`config.mk`:
```
export PLATFORM = sky130hd
export DESIGN_NAME = direction_scoring_system3
export DESIGN_NICKNAME = d
export VERILOG_FILES = /design/src/rtl/direction_scoring_system3.sv
export SDC_FILE = /design/constraint.sdc
export NUM_CORES = 1
export LEC_CHECK = 0
export BUFFER_PORTS_ARGS = -buffer_cell sky130_fd_sc_hd__buf_2
export CAP_MARGIN = 10
export CORE_MARGIN = 5
export CORE_UTILIZATION = 60
export DETAILED_ROUTE_END_ITERATION = 8
export PLACE_DENSITY_LB_ADDON = 0.08
export SYNTH_ARGS = -nofsm -noshare
export SYNTH_HDL_FRONTEND = slang
export SYNTH_SLANG_ARGS = --single-unit
```
`constraint.sdc`:
```
create_clock -name clk -period 10 [get_ports clk]
set_input_delay 2 -clock clk [delete_from_list [all_inputs] [get_ports clk]]
set_output_delay 2 -clock clk [all_outputs]
set_load 0.02 [all_outputs]
```
`src/rtl/direction_scoring_system3.sv`:
```
// Travel-direction selector for two 6-floor cars: each car's registered direction
// follows the larger of its up/down request scores and holds its value on a tie.
module direction_scoring_system3 (
    input  logic        clk,
    input  logic        rst,
    input  logic [11:0] FloorDestinations,
    input  logic [11:0] FloorsRequested,
    input  logic [7:0]  half_elevatorPositions,
    output logic [1:0]  directions
);

    localparam int unsigned NFLOORS = 6;
    localparam int unsigned NCARS   = 2;
    localparam int unsigned W_DEST  = 2;
    localparam int unsigned W_REQ   = 1;
    localparam int unsigned POS_W   = 4;
    localparam int unsigned SCORE_W = 5;
    localparam int unsigned TOP_POS = 2 * (NFLOORS - 1);

    logic [NFLOORS-1:0] dest       [NCARS];
    logic [NFLOORS-1:0] req        [NCARS];
    logic [POS_W-1:0]   pos        [NCARS];
    logic [SCORE_W-1:0] up_score   [NCARS];
    logic [SCORE_W-1:0] down_score [NCARS];
    logic [NCARS-1:0]   next_dir;

    function automatic logic [SCORE_W-1:0] floor_weight(input logic d, input logic r);
        floor_weight = (d ? SCORE_W'(W_DEST) : SCORE_W'(0)) + (r ? SCORE_W'(W_REQ) : SCORE_W'(0));
    endfunction

    // Per-car scoring; a floor level with the car contributes to neither score.
    always_comb begin
        next_dir = directions;
        for (int c = 0; c < NCARS; c++) begin
            dest[c]       = FloorDestinations[c*NFLOORS +: NFLOORS];
            req[c]        = FloorsRequested[c*NFLOORS +: NFLOORS];
            pos[c]        = half_elevatorPositions[c*POS_W +: POS_W];
            up_score[c]   = '0;
            down_score[c] = '0;
            if (pos[c] > POS_W'(TOP_POS)) begin
                pos[c] = POS_W'(TOP_POS);
            end
            for (int f = 0; f < NFLOORS; f++) begin
                if (POS_W'(2 * f) > pos[c]) begin
                    up_score[c] = up_score[c] + floor_weight(dest[c][f], req[c][f]);
                end else if (POS_W'(2 * f) < pos[c]) begin
                    down_score[c] = down_score[c] + floor_weight(dest[c][f], req[c][f]);
                end
            end
            if (up_score[c] > down_score[c]) begin
                next_dir[c] = 1'b1;
            end else if (down_score[c] > up_score[c]) begin
                next_dir[c] = 1'b0;
            end
        end
    end

    always_ff @(posedge clk) begin
        if (rst) begin
            directions <= 2'b11;
        end else begin
            directions <= next_dir;
        end
    end

endmodule

```
==> tab_implementation.tex <==
\begin{tabular}{lr}
\hline
Metric & Value \\
\hline
\multicolumn{2}{l}{\textbf{Clock tree}} \\
CTS tree & built \\
\# H-tree levels & 1 \\
Setup repair bufs after CTS & 0 \\
Clock latency at the later pin of the worst-skew pair & 0.22 ns \\
Deepest clock path buffer count & 2 \\
TritonCTS Sinks & 2 \\
Clock Pin Slew Worst Setup and Hold Paths & 0.03 ns \\
Number of buffers added by the clock tree synthesis step & 3 \\
Post-cts sizing count & 0 \\
Number of hold buffers added after CTS & 0 \\
Root Buffer & clkbuf\_8 \\
\multicolumn{2}{l}{\textbf{Flow run}} \\
MaxCap Viol Count & 0 \\
\multicolumn{2}{l}{\textbf{Timing}} \\
Normalized max-slew margin & 0.5381 \\
Share of the clock period used by the worst path after layout & 0.7101 \\
Setup repair after global routing missed its margin & false \\
Hold violation count in the final report & 0 \\
Worst Slack Setup Final & 2.899 ns \\
Final critical delay including setup and external delays & 7.101 ns \\
Setup violations, final & 0 \\
Total Neg Setup Slack & 0 ns \\
Final max-slew violation count & 0 \\
Slew at the pin with the worst max-slew slack & 0.6887 ns \\
Top achievable clock speed & 140.8 MHz \\
Max Clock Skew & 0 ns \\
\multicolumn{2}{l}{\textbf{Global routing}} \\
Wire length of the first global-routing pass & 8549 um \\
Maximum number of pins on one net before global-route repair & 23 \\
Global routing usage on met2 & 0.2926 \\
GRT overflow & 0 \\
Global route hottest layer & met1 \\
GRT met1 Usage & 0.3076 \\
GRT Util Overall & 0.1964 \\
Via count of the first global-routing pass & 1959 \\
Global Route met3 Usage & 0.009642 \\
Number of antenna violations at the first check in global routing & 0 \\
\multicolumn{2}{l}{\textbf{Finish}} \\
Final core utilization & 0.6835 \\
Area of the multi-input gates & 2096 um2 \\
Number of filler cells placed in the layout & 336 \\
Area growth, synth to finish & 8.488\% \\
Register cell area after layout & 40.04 um2 \\
Commonest cells after routing, fill and taps aside & 39 x inv\_1, 38 x ha\_1, 35 x buf\_2 \\
Most frequent standard cell in the layout excluding fill and tap cells & inv\_1 \\
Final net count & 412 \\
Fraction of final layout cells sized beyond drive strength 1 & 0.1553 \\
Number of flip-flops under the largest register name & 2 \\
Most flop-heavy register & directions \\
Diode insertion count for antenna repair & 0 \\
Leading registers by flop count & directions x2 \\
Number of non-filler instances in the completed layout & 370 \\
\multicolumn{2}{l}{\textbf{Route}} \\
Number of nets still failing antenna checks after routing & 0 \\
Avg WL per Cell & 13.26 um \\
DRC violations left & 0 \\
DR pass1 iterations & 5 \\
Total number of vias & 2075 \\
Post-detailed-routing wire length & 4905 um \\
Initial drt markers & 79 \\
Number of vias per cell after detailed routing & 5.608 \\
\multicolumn{2}{l}{\textbf{Setup path}} \\
Crit path buf inv count & 3 \\
Data required time of the worst path & 10.09 ns \\
Type of origin of the critical path & input port \\
WP data arrival & 7.20 ns \\
CP delay by family, top & adder cells \\
Type of the worst setup path & in2reg \\
Internal reg-to-reg setup slack & 9.17 ns \\
Max stage delay on crit path & 0.51 ns \\
Chain of cells forming the critical path & buf\_2, nor2\_1, a21boi\_0, ha\_1, fa\_1, a32oi\_1, fa\_1, mux2i\_1, inv\_1, fa\_1, nor2\_1, a21oi\_1, inv\_1, ha\_1, a21oi\_1, nand2b\_1, a31oi\_1, a221oi\_1, a311oi\_1, ha\_1, and4\_1, a31oi\_1, o21ai\_0 \\
Critical path capture point type & flip-flop \\
Worst-path fanout max & 19 \\
Library cell contributing the largest single delay on the critical path & fa\_1 \\
\multicolumn{2}{l}{\textbf{Power and ir drop}} \\
Worst-case vdd ir drop & 0.04798 mV \\
Share of power burned in the clock network & 0.134 \\
Part of the total power dissipated in combinational logic & 0.810 \\
Fraction of power spent switching nets & 0.4770 \\
Sequential share of power & 0.055 \\
Post-layout power & 251.2 uW \\
Power dissipated by switching net loads & 119.8 uW \\
Internal power summed over all cells & 131.4 uW \\
Leakage power summed over all cells & 1.203 nW \\
Cell area power density & 98.18 nW/um2 \\
\multicolumn{2}{l}{\textbf{Floorplanning}} \\
Number of placed I/O pins & 36 \\
Die height & 72.70 um \\
Number of standard-cell rows in the floorplan & 22 \\
Standard cell core area & 3744 um2 \\
Area of the die & 5285 um2 \\
Floorplan die width & 72.70 um \\
Starting Density & 0.6300 \\
\multicolumn{2}{l}{\textbf{Placed design}} \\
RD Place Congestion & 0.8324 \\
Cell count after placement & 367 \\
Post-Place Worst Slack & 2.716 ns \\
\# port buffers & 35 \\
Detail Placement HPWL & 4133 um \\
\multicolumn{2}{l}{\textbf{Synthesis}} \\
Number of distinct library cells after synthesis & 54 \\
Synth Net Count & 385 \\
Async S/R FF share, synth & 0 \\
Post-Synthesis Cells & 297 \\
Count of flip-flops with a built-in enable after synthesis & 0 \\
Dominant register cell in the synthesized netlist & dfxtp\_1 \\
Netlist area before placement & 2359 um2 \\
Synthesized area per cell & 7.941 um2 \\
Share of synthesized area occupied by flip-flops and latches & 0.01698 \\
Number of warnings issued by yosys & 0 \\
Register bit total from synthesis & 2 \\
\multicolumn{2}{l}{\textbf{Run status}} \\
Run status & complete, no violations \\
\multicolumn{2}{l}{\textbf{Min path}} \\
Class of the most critical hold timing path & reg2reg \\
\hline
\end{tabular}
==> per-layer routing <==
layer,share of wire,vias up
met5,0,-
met4,0.0063,0
met3,0.040,6
met2,0.42,40
met1,0.53,925
li1,-,1104
==> power groups by stage <==
stage	clock network [mW]	registers [mW]	logic, mW
finish	0.0338	0.0139	0.203
floorplan	0	0.0187	0.154
detailed placement	0	0.0140	0.202
global placement	0	0.0139	0.196
CTS	0.0339	0.0140	0.204
global route	0.0355	0.0143	0.234
==> synthesized netlist by cell type, drive strengths merged (4+ instances only) <==
cell    count  share of area
xor2        7          0.026
a21oi      18          0.038
nor4b       5          0.019
a31oi       8          0.024
o21a        6          0.019
buf        13          0.032
o21ai      10          0.021
mux2i       5          0.021
nand2      10          0.016
nor3        5          0.011
o211ai      4          0.013
inv        39          0.062
nor2       23          0.037
mux2        5          0.030
a21boi      4          0.013
and2       10          0.027
ha         38           0.20
nand3       5          0.011
a211o       5          0.019
fa         16           0.14
xnor2      11          0.041
nor2b       7          0.019
a21o        5          0.016
==> cells by family (layout without fill, tap and decap cells) <==
group	after synthesis	in the layout	share of synthesized area
AOI/OAI and AO/OA	76	76	0.2302
xor gates and xnor gates	18	18	0.06684
adders and majority gates	54	54	0.3374
buffers and inverters	52	77	0.09443
DFF	2	2	0.01698
muxes	10	10	0.05146
and+or+nand+nor	85	85	0.2027
==> cell type report <==
type,instances,area share
multi-input cells,243,0.8191
repair buffers,35,0.06846
inverters,39,0.05721
well taps,48,0.02347
clock buffers,3,0.01614
flip-flops and latches,2,0.01565
==> final timing paths <==
check	start	to	cells past startpoint
worst max-delay path	half_elevatorPositions[7]	directions[1]$_SDFFE_PP1N_	23
worst min-delay path	directions[0]$_SDFFE_PP1N_	directions[0]$_SDFFE_PP1N_	3
worst max register to register	directions[0]$_SDFFE_PP1N_	directions[0]$_SDFFE_PP1N_	3
worst min register to register	directions[0]$_SDFFE_PP1N_	directions[0]$_SDFFE_PP1N_	3
==> worst register-to-register path, cell delays in order (launching register included) <==
cell and delay [ns]:
dfxtp_1 0.30, and4_1 0.15, a31oi_1 0.16, o21ai_0 0.10
==> through the flow <==
stage          hold WS, ns  cell area [um2]
3_3_place_gp        0.6255             2517
2_1_floorplan       0.7610             2359
4_1_cts             0.6704             2559
5_1_grt             0.7103             2559
3_5_place_dp        0.6549             2517
6_report            0.6751             2559
No activity file was read; power rests on OpenSTA's default activity.
